`config.mk`:
```
export PLATFORM = sky130hd
export DESIGN_NAME = paralelo_serial_phy_tx
export DESIGN_NICKNAME = d
export VERILOG_FILES = /design/src/rtl/paralelo_serial_phy_tx_pkg.sv /design/src/rtl/paralelo_serial_phy_tx_fifo.sv /design/src/rtl/paralelo_serial_phy_tx.sv
export SDC_FILE = /design/constraint.sdc
export NUM_CORES = 1
export LEC_CHECK = 0
export CORE_MARGIN = 3
export CORE_UTILIZATION = 62
export DETAILED_ROUTE_END_ITERATION = 16
export PLACE_DENSITY = 0.89
export SYNTH_ARGS = -nofsm -noshare
export SYNTH_HDL_FRONTEND = slang
export SYNTH_SLANG_ARGS = --single-unit
```
`constraint.sdc`:
```
create_clock -name clk_32f -period 3.68 [get_ports clk_32f]
set_clock_uncertainty 0.15 [all_clocks]
set_input_delay 0.92 -clock clk_32f [delete_from_list [all_inputs] [get_ports clk_32f]]
set_output_delay 0.92 -clock clk_32f [all_outputs]
set_load 0.01 [all_outputs]
```
`src/rtl/paralelo_serial_phy_tx_pkg.sv`:
```
`default_nettype none
// ============================================================================
// Module   : paralelo_serial_phy_tx_pkg
// Brief    : Shared constants and state encoding for the serial TX PHY.
// Revision : 1.0
// ============================================================================
package paralelo_serial_phy_tx_pkg;

  localparam logic [7:0] c_comma     = 8'hBC;
  localparam int         c_bit_cnt_w = 3;

  typedef enum logic [0:0] {
    ST_SYNC   = 1'b0,
    ST_ACTIVE = 1'b1
  } state_t;

endpackage : paralelo_serial_phy_tx_pkg
`default_nettype wire

```
`src/rtl/paralelo_serial_phy_tx_fifo.sv`:
```
`default_nettype none
// ============================================================================
// Module   : sync_fifo_phy
// Brief    : Single-clock FIFO with combinational head output.
// Revision : 1.0
// ============================================================================
module sync_fifo_phy #(
  parameter int WIDTH = 8,
  parameter int DEPTH = 4
) (
  input  logic             clk_32f,
  input  logic             default_values,
  input  logic             push,
  input  logic             pop,
  input  logic [WIDTH-1:0] din,
  output logic [WIDTH-1:0] dout,
  output logic             full,
  output logic             empty
);

  localparam int c_aw = $clog2(DEPTH);
  localparam int c_cw = c_aw + 1;

  logic [WIDTH-1:0] r_mem [DEPTH];
  logic [c_aw-1:0]  r_wr_ptr;
  logic [c_aw-1:0]  r_rd_ptr;
  logic [c_cw-1:0]  r_count;
  logic             w_do_push;
  logic             w_do_pop;

  assign full      = (r_count == c_cw'(DEPTH));
  assign empty     = (r_count == '0);
  assign dout      = r_mem[r_rd_ptr];
  assign w_do_push = push && !full;
  assign w_do_pop  = pop && !empty;

  // Pointers wrap naturally because DEPTH is a power of two.
  always_ff @(posedge clk_32f) begin
    if (default_values) begin
      r_wr_ptr <= '0;
      r_rd_ptr <= '0;
      r_count  <= '0;
    end else begin
      if (w_do_push) r_wr_ptr <= r_wr_ptr + c_aw'(1);
      if (w_do_pop)  r_rd_ptr <= r_rd_ptr + c_aw'(1);
      r_count <= r_count + c_cw'(w_do_push) - c_cw'(w_do_pop);
    end
  end

  always_ff @(posedge clk_32f) begin
    if (w_do_push) r_mem[r_wr_ptr] <= din;
  end

endmodule : sync_fifo_phy
`default_nettype wire

```
`src/rtl/paralelo_serial_phy_tx.sv`:
```
`default_nettype none
// ============================================================================
// Module   : paralelo_serial_phy_tx
// Brief    : Byte-to-serial TX PHY; MSB-first 8-bit slots, comma fill/align.
// Revision : 1.0
// ============================================================================
module paralelo_serial_phy_tx
  import paralelo_serial_phy_tx_pkg::*;
#(
  parameter logic [7:0] COMMA      = c_comma,
  parameter int         BC_MIN     = 4,
  parameter int         FIFO_DEPTH = 4
) (
  input  logic       clk_32f,
  input  logic       default_values,
  input  logic       in_valid,
  input  logic [7:0] in_data,
  output logic       in_ready,
  output logic       data_out,
  output logic       active,
  output logic       sending_data
);

  localparam int c_ccw = $clog2(BC_MIN + 1);

  state_t                 r_state;
  state_t                 w_state_nxt;
  logic [c_ccw-1:0]       r_comma_cnt;
  logic [c_ccw-1:0]       w_comma_cnt_nxt;
  logic [c_bit_cnt_w-1:0] r_bit_cnt;
  logic [7:0]             r_shift;
  logic                   r_slot_is_data;
  logic                   r_data_out;
  logic                   r_sending;

  logic       w_boundary;
  logic       w_push;
  logic       w_pop;
  logic [7:0] w_fifo_head;
  logic       w_full;
  logic       w_empty;

  assign w_boundary   = &r_bit_cnt;
  assign w_push       = in_valid && !w_full;
  assign w_pop        = w_boundary && (r_state == ST_ACTIVE) && !w_empty;
  assign in_ready     = !w_full;
  assign data_out     = r_data_out;
  assign active       = (r_state == ST_ACTIVE);
  assign sending_data = r_sending;

  sync_fifo_phy #(
    .WIDTH (8),
    .DEPTH (FIFO_DEPTH)
  ) u_fifo (
    .clk_32f        (clk_32f),
    .default_values (default_values),
    .push           (w_push),
    .pop            (w_pop),
    .din            (in_data),
    .dout           (w_fifo_head),
    .full           (w_full),
    .empty          (w_empty)
  );

  always_ff @(posedge clk_32f) begin
    if (default_values) begin
      r_state     <= ST_SYNC;
      r_comma_cnt <= '0;
    end else begin
      r_state     <= w_state_nxt;
      r_comma_cnt <= w_comma_cnt_nxt;
    end
  end

  // In SYNC every slot load is a comma, so counting loads counts commas.
  always_comb begin
    w_state_nxt     = r_state;
    w_comma_cnt_nxt = r_comma_cnt;
    if (w_boundary && (r_state == ST_SYNC)) begin
      w_comma_cnt_nxt = r_comma_cnt + c_ccw'(1);
      if (w_comma_cnt_nxt == c_ccw'(BC_MIN)) w_state_nxt = ST_ACTIVE;
    end
  end

  always_ff @(posedge clk_32f) begin
    if (default_values) begin
      r_bit_cnt      <= '0;
      r_shift        <= COMMA;
      r_slot_is_data <= 1'b0;
      r_data_out     <= 1'b0;
      r_sending      <= 1'b0;
    end else begin
      r_data_out <= r_shift[7];
      r_bit_cnt  <= r_bit_cnt + c_bit_cnt_w'(1);
      if (w_boundary) begin
        r_shift        <= w_pop ? w_fifo_head : COMMA;
        r_slot_is_data <= w_pop;
      end else begin
        r_shift <= {r_shift[6:0], 1'b0};
      end
      // Flag follows the slot: it flips with the MSB of the new symbol.
      if (r_bit_cnt == '0) r_sending <= r_slot_is_data;
    end
  end

endmodule : paralelo_serial_phy_tx
`default_nettype wire

```
==> PnR_summary.wiki, run 1 <==
{| class="wikitable"
! Metric !! Value
|-
| Post-synthesis sequential element count || 59
|-
| Final antenna-violating net count || 0
|-
| Main combinational cell family by area after synthesis || multiplexers
|-
| Top-area cell type share of the netlist area || 0.419
|-
| Leakage component of the power || 0.993 nW
|-
| Core Region || roughly 3400 µm²
|-
| Hold path start || r_bit_cnt[0]
|-
| Clock-pin slew on the worst setup and hold paths || 60 ps
|-
| Post-Syn Area || 2290 µm²
|-
| Initial standard-cell utilization of the core || 0.666
|-
| Floorplan die height || 66.8 µm
|-
| Boundary Pins || 15
|-
| Standard-cell rows || 21
|-
| Worst reg2reg endpoint || u_fifo.r_count[2]
|-
| Net count, final || 195
|-
| Post-DR vias/cell || 5.57
|-
| H-tree depth reported by CTS || 3
|-
| Async set or reset register ratio after synthesis || 0
|-
| Compound-Gate Fraction of Synth Area || 0.0541
|-
| Area enclosed by the die boundary || 4460 µm²
|-
| Achievable Freq || 0.357 GHz
|-
| Most area-hungry cell type in the Yosys netlist || sky130_fd_sc_hd__edfxtp_1
|-
| Clock Latency Late Sink || 320 ps
|-
| Arrival time reported for the critical path endpoint || about 1700 ps
|-
| Initial antenna violation count || 0
|-
| Cells on worst reg2reg path || 11
|-
| Wirelength per Cell || 16.6 µm
|-
| Worst hold-check path type || register to register
|-
| First-pass GRT wire length || roughly 6.3 mm
|-
| Area added between synthesis and finish || 15.3%
|-
| Count of unique library cells instantiated by Yosys || 31
|-
| Setup crit start kind || register
|-
| Hold Crit Depth || 1
|-
| Per-instance average area after synthesis || about 15 µm²
|-
| Number of post-CTS setup repair buffers || 0
|-
| Overflow after GRT || 0
|-
| GRT Overall Usage || 0.201
|-
| DIE WIDTH || 66.8 µm
|-
| Number of buffers created by CTS || 9
|-
| RSZ-0062 raised after global routing || no
|-
| Multiplexer share of the synthesized area || 0.0890
|-
| Count of instances resized after the clock tree is built || 0
|-
| Fraction of final layout cells sized beyond drive strength 1 || 0.136
|-
| Worst Hold End || r_bit_cnt[0]
|-
| Launching point of the worst reg2reg path || r_bit_cnt[0]
|-
| Final Wtd Congestion || 0.716
|-
| Required time reported for the critical path endpoint || 2610 ps
|-
| Cell chosen for the clock root || sky130_fd_sc_hd__clkbuf_8
|-
| Pwr/cell area || 539 nW/µm²
|-
| Number of antenna diodes || 0
|-
| Endpoint class of the critical path || output pin
|-
| Share of the synthesized netlist area taken by xor and xnor gates || 0.0229
|-
| Leading cell type in the layout, fill and taps excluded || sky130_fd_sc_hd__edfxtp_1
|-
| Number of sinks handled by clock tree synthesis || 59
|-
| Final hold viol count || 0
|-
| Adder-cell share of the synthesized area || 0.0688
|-
| Post-route DRC violation count || 0
|-
| Final-layout setup total negative slack || 0 ps
|-
| Max Slew Vio Count || 0
|-
| Outcome || finished, final reports clean
|-
| HPWL reported at the end of detailed placement || 2.61 mm
|-
| Pin count of the biggest net entering global routing || 22
|-
| Sum of routed wire length over all layers || 3.71 mm
|-
| Worst slew margin || 0.518
|-
| Kind of critical path || register to output pin
|-
| Max Buffers Root-to-Sink || 2
|-
| Hold-fix buffer count after cts || 0
|-
| Worst-margin pin slew || 721 ps
|-
| Vias in the first global route || between 1,000 and 1,500
|-
| EDFF count, synth || 32
|-
| Via total after detailed routing || around 1,200
|-
| Largest fanout of any net on the critical path || 7
|-
| Highest-count cells in the layout ignoring fill and taps || sky130_fd_sc_hd__edfxtp_1, sky130_fd_sc_hd__dfxtp_1, sky130_fd_sc_hd__clkdlybuf4s50_1
|-
| Cell count after synthesis || 152
|-
| Most frequently used flop master after synthesis || sky130_fd_sc_hd__edfxtp_1
|-
| Final min period || 2800 ps
|-
| IR Drop Worst-Case VDD || 0.000429 V
|-
| Simple-Gate Fraction of Synth Area || 0.0770
|-
| Tcrit/Tclk final || 0.762
|-
| Most area-consuming cells after synthesis || sky130_fd_sc_hd__edfxtp_1, sky130_fd_sc_hd__dfxtp_1, sky130_fd_sc_hd__mux4_2, sky130_fd_sc_hd__ha_1, sky130_fd_sc_hd__inv_1
|-
| R2r setup slk || around 1000 ps
|-
| Number of I/O port buffers || 14
|-
| Final-report setup violation count || 0
|-
| Yosys warnings || 0
|-
| Count of maximum capacitance violations || 0
|-
| Number of detailed-routing iterations run before antenna repair || 4
|-
| Starting DRC count in detailed routing || 79
|-
| Final Hold Slack || 287 ps
|-
| Synth Net Count || around 180
|-
| Seq/Total Area, Yosys || 0.655
|-
| Clock tree from TritonCTS || built
|}
critical path, stage by stage (launching register included):
cell and delay (ps):
sky130_fd_sc_hd__dfxtp_1 420, sky130_fd_sc_hd__nor3b_2 310, sky130_fd_sc_hd__inv_1 170, sky130_fd_sc_hd__clkdlybuf4s50_1 510
sequential cells by signal (all words and copies together), names as in the netlist, named ones only:
name and flops:
r_slot_is_data 1, r_bit_cnt 3, u_fifo.r_mem 32, active 1
sending_data 1, u_fifo.r_rd_ptr 2, u_fifo.r_count 3, data_out 1
r_comma_cnt 3, u_fifo.r_wr_ptr 2, r_shift 8
per-stage QoR:
step,cells,power (mW),area [µm²],util,setup slack (ps)
after detailed placement,207,0.920,2460,0.714,764
after global routing,223,1.49,2640,0.767,742
after CTS,223,1.44,2640,0.767,869
after global placement,207,0.902,2460,0.714,902
final,223,1.42,2640,0.767,877
after floorplan,152,0.865,2290,-,1300
logic make-up (layout without fill, tap and decap cells):
family | after synthesis | count (layout)
flops | 59 | 59
simple gates | 33 | 33
buf+inv | 17 | 42
compound gates | 15 | 15
fa+ha+maj | 12 | 12
mux | 10 | 10
xor+xnor | 6 | 6
how the worst max path moves through the flow:
stage / end / cells after the start / from / slack, ps
global route: in_ready / 3 / u_fifo.r_count[2] / 740
finish: in_ready / 3 / u_fifo.r_count[2] / 880
detailed placement: u_fifo.r_count[2] / 8 / in_valid / 760
global placement: u_fifo.r_count[2] / 8 / in_valid / 900
floorplan: u_fifo.r_count[2] / 11 / r_bit_cnt[0] / 1300
CTS: in_ready / 3 / u_fifo.r_count[2] / 870
power by group:
part	switching [mW]	total [mW]	internal, mW
registers	0.0256	0.770	0.745
clock network	0.222	0.519	0.298
logic	0.0700	0.135	0.0646
layer usage:
layer	GRT usage	routed length, µm
met5	0	0
met3	0.0590	145
met4	0.0939	80
met1	0.243	1580
met2	0.329	1910
cell type report:
class                           count  area [µm²]
Clock buffer                       14         173
Clock inverter                      2        10.0
Fill cell                         198         801
Inverter                           12        45.0
Multi-Input combinational cell     76         714
Sequential cell                    59        1500
Tap cell                           46        57.6
Timing Repair Buffer               14         140
Yosys cell counts (3+ instances only):
cell type and instances:
sky130_fd_sc_hd__edfxtp_1 32, sky130_fd_sc_hd__inv_1 12, sky130_fd_sc_hd__ha_1 11, sky130_fd_sc_hd__dfxtp_1 27, sky130_fd_sc_hd__xnor2_1 4, sky130_fd_sc_hd__clkbuf_1 3, sky130_fd_sc_hd__o22a_1 5, sky130_fd_sc_hd__a21oi_1 3
sky130_fd_sc_hd__nor2_1 12, sky130_fd_sc_hd__and3_1 4, sky130_fd_sc_hd__o21ai_0 3, sky130_fd_sc_hd__nor2b_1 6, sky130_fd_sc_hd__mux4_2 7
(Power assumes the default switching activity.)
==> inputs of run 2 (changes only) <==
CORE_UTILIZATION = 52   (was 62)
PLACE_DENSITY = 0.8   (was 0.89)
clock period = 2.5 ns   (was 3.68 ns; I/O delays follow)
==> run 2 against run 1 <==
Effect of this change: global-route usage down 4.1 points; first-iteration DRC count down 13%; highest routed layer unchanged; sequential share of layout area down 1.0 points; final cell count up 3.6%; hold slack better by 6.5 ps; routed wire length down 5.4%.
==> PnR_summary.wiki, run 2 (synthesized netlist as in run 1, its figures left out) <==
{| class="wikitable"
! Metric !! Value
|-
| Number of buffers created by CTS || 9 (unchanged)
|-
| Pre-CTS WS || 7.48 ps (-756 ps)
|-
| Cell with the largest stage delay on the worst path || sky130_fd_sc_hd__clkdlybuf4s50_1
|-
| Worst-margin pin slew || 535 ps (-186 ps)
|-
| Fraction of final layout cells sized beyond drive strength 1 || 0.166 (+0.0302)
|-
| Area post-placement || 2490 µm² (+1.1%)
|-
| Vias in the first global route || 1,251 (-7.1%)
|-
| Final non-filler cell area || 2690 µm² (+1.9%)
|-
| Kind of critical path || register to output pin
|-
| Buffer and inverter count on the worst path || 2 (unchanged)
|-
| Number of antenna diodes || 0 (unchanged)
|-
| Tcrit/Tclk final || 0.953
|-
| Setup crit start kind || register
|-
| Max Slew Vio Count || 0 (unchanged)
|-
| Outcome || finished, final reports clean
|-
| FILL cells || 302 (+53%)
|-
| Wirelength per Cell || 15.2 µm (-8.7%)
|-
| Initial antenna violation count || 0 (unchanged)
|-
| DIE WIDTH || 72.4 µm (+8.4%)
|-
| Number of detailed-routing iterations run before antenna repair || 4 (unchanged)
|-
| Boundary Pins || 15 (unchanged)
|-
| Hold-fix buffer count after cts || 0 (unchanged)
|-
| Flip-flop count of the largest register after layout || 32 (unchanged)
|-
| Initial standard-cell utilization of the core || 0.557 (-0.109)
|-
| Stage delay of the slowest cell on the critical path || 560 ps (+50 ps)
|-
| Leakage component of the power || 1.01 nW (+1.9%)
|-
| Number of sinks handled by clock tree synthesis || 59 (unchanged)
|-
| R2r setup slk || 120 ps (-900 ps)
|-
| Register with the most flip-flops || u_fifo.r_mem
|-
| Final Wtd Congestion || 0.708 (-1.1%)
|-
| Cells on worst reg2reg path || 11 (unchanged)
|-
| Area added between synthesis and finish || 17.5%
|-
| Worst slew margin || 0.643 (+0.125)
|-
| Pwr/cell area || 796 nW/µm² (+48%)
|-
| Startpoint of the worst setup timing path || u_fifo.r_count[1]
|-
| Minimum setup slack in the final design || 117 ps (-760 ps)
|-
| Registers with the highest flip-flop counts || u_fifo.r_mem: 32 flops, r_shift: 8 flops
|-
| Post-DR vias/cell || 5.35 (-4.1%)
|-
| Overflow after GRT || 0 (unchanged)
|-
| Capture point of the critical path || in_ready
|-
| Worst reg2reg endpoint || u_fifo.r_count[2]
|-
| Endpoint class of the critical path || output pin
|-
| Critical path cell sequence || nor3b_4, inv_1, clkdlybuf4s50_1
|-
| Clock tree from TritonCTS || built
|-
| Clock Latency Late Sink || 330 ps (about the same)
|-
| Floorplan die height || 72.4 µm (+8.4%)
|-
| RSZ-0062 raised after global routing || no
|-
| Crit-path leading delay family || buffers and inverters
|-
| H-tree depth reported by CTS || 3 (unchanged)
|-
| Final Hold Slack || 293 ps (+6.48 ps)
|-
| Arrival time reported for the critical path endpoint || 1610 ps (-120 ps)
|-
| IR Drop Worst-Case VDD || 0.000515 V (+20%)
|-
| Final min period || between 2000 and 2500 ps
|-
| HPWL reported at the end of detailed placement || 2.46 mm (-5.9%)
|-
| Largest fanout of any net on the critical path || 7 (unchanged)
|-
| Count of maximum capacitance violations || 0 (unchanged)
|-
| Clock-pin slew on the worst setup and hold paths || 60 ps (about the same)
|-
| Starting DRC count in detailed routing || 69 (-13%)
|-
| GRT Overall Usage || 0.160 (-0.0411)
|-
| Max Buffers Root-to-Sink || 2 (unchanged)
|-
| Launching point of the worst reg2reg path || r_bit_cnt[0]
|-
| First-pass GRT wire length || 6.04 mm (-3.8%)
|-
| Number of instances in the placed design || 214 (+3.4%)
|-
| Achievable Freq || about 0.42 GHz
|-
| Net count, final || 199 (+2.1%)
|-
| Standard-cell rows || 23 (+9.5%)
|-
| Highest-count cells in the layout ignoring fill and taps || sky130_fd_sc_hd__edfxtp_1, sky130_fd_sc_hd__dfxtp_1, sky130_fd_sc_hd__clkdlybuf4s50_1
|-
| Number of I/O port buffers || 14 (unchanged)
|-
| Cell chosen for the clock root || sky130_fd_sc_hd__clkbuf_8
|-
| Leading cell type in the layout, fill and taps excluded || sky130_fd_sc_hd__edfxtp_1
|-
| Final cell count without fillers || 231 (+3.6%)
|-
| Final-report setup violation count || 0 (unchanged)
|-
| Post-route DRC violation count || 0 (unchanged)
|-
| Worst hold-check path type || register to register
|-
| Pin count of the biggest net entering global routing || 15 (-32%)
|-
| Via total after detailed routing || 1,235 (-0.64%)
|-
| Cell depth of the worst setup path || 3 (unchanged)
|-
| Final hold viol count || 0 (unchanged)
|-
| Area enclosed by the die boundary || 5240 µm² (+17%)
|-
| Sum of routed wire length over all layers || 3.51 mm (-5.4%)
|-
| Final antenna-violating net count || 0 (unchanged)
|-
| Core Region || 4120 µm² (+20%)
|-
| Required time reported for the critical path endpoint || 1730 ps (-880 ps)
|}
## run 2: per-layer routing
metal | global-route usage | share of wire | up-vias
met3 | 0.0720 | 0.049 | 8
li1 | - | - | 595
met5 | 0 | 0 | -
met1 | 0.192 | 0.44 | 609
met2 | 0.247 | 0.49 | 23
met4 | 0.0738 | 0.016 | 0
## run 2: worst min-delay path by stage
stage | from | end | slack [ps] | cells past startpoint
after floorplan | r_bit_cnt[0] | r_bit_cnt[0] | 250 | 1
after global placement | r_bit_cnt[0] | r_bit_cnt[0] | 270 | 1
after detailed placement | r_bit_cnt[0] | r_bit_cnt[0] | 290 | 1
after CTS | r_bit_cnt[0] | r_bit_cnt[0] | 300 | 1
after global routing | r_shift[7] | data_out | 310 | 1
final | r_bit_cnt[0] | r_bit_cnt[0] | 290 | 1
## run 2: cell type report
| type | count | area, µm² | area share |
|---|---|---|---|
| inverter | 12 | 45.0 | 0.0167 |
| clock buffer | 13 | 139 | 0.0516 |
| timing repair buffer | 18 | 170 | 0.0632 |
| clock inverter | 3 | 40.0 | 0.0149 |
| tap | 50 | 62.6 | 0.0232 |
| sequential | 59 | 1500 | 0.558 |
| multi-input combinational | 76 | 733 | 0.272 |
## run 2: where the power goes
part           total, mW  internal, mW  switching, mW  leakage [nW]
combinational      0.217         0.113          0.105         0.406
clock              0.787         0.458          0.329        0.0914
sequential          1.14          1.10         0.0420         0.515
total               2.14          1.67          0.476          1.01
## run 2: metrics by stage
| stage | setup TNS (ps) | utilization | power, mW |
|---|---|---|---|
| 2_1_floorplan | 0 | - | 1.27 |
| 4_1_cts | -2.61 | 0.648 | 2.14 |
| 3_3_place_gp | 0 | 0.604 | 1.33 |
| 6_report | 0 | 0.654 | 2.14 |
| 5_1_grt | 0 | 0.654 | 2.25 |
| 3_5_place_dp | 0 | 0.604 | 1.35 |
## run 2: timing repair
action | CTS | global route
pin swaps | 0 | 1
gates resized for setup | 0 | 5
cloned | 0 | 0
buffers inserted | 0 | 1
endpoints found under the setup margin | 1 | 2
==> inputs of run 3 (changes only) <==
CTS_CLUSTER_DIAMETER = 120   (was unset)
GPL_ROUTABILITY_DRIVEN = 0   (was unset)
==> results of run 3 <==
Final layout, timing and power as in run 2 (identical DEF).
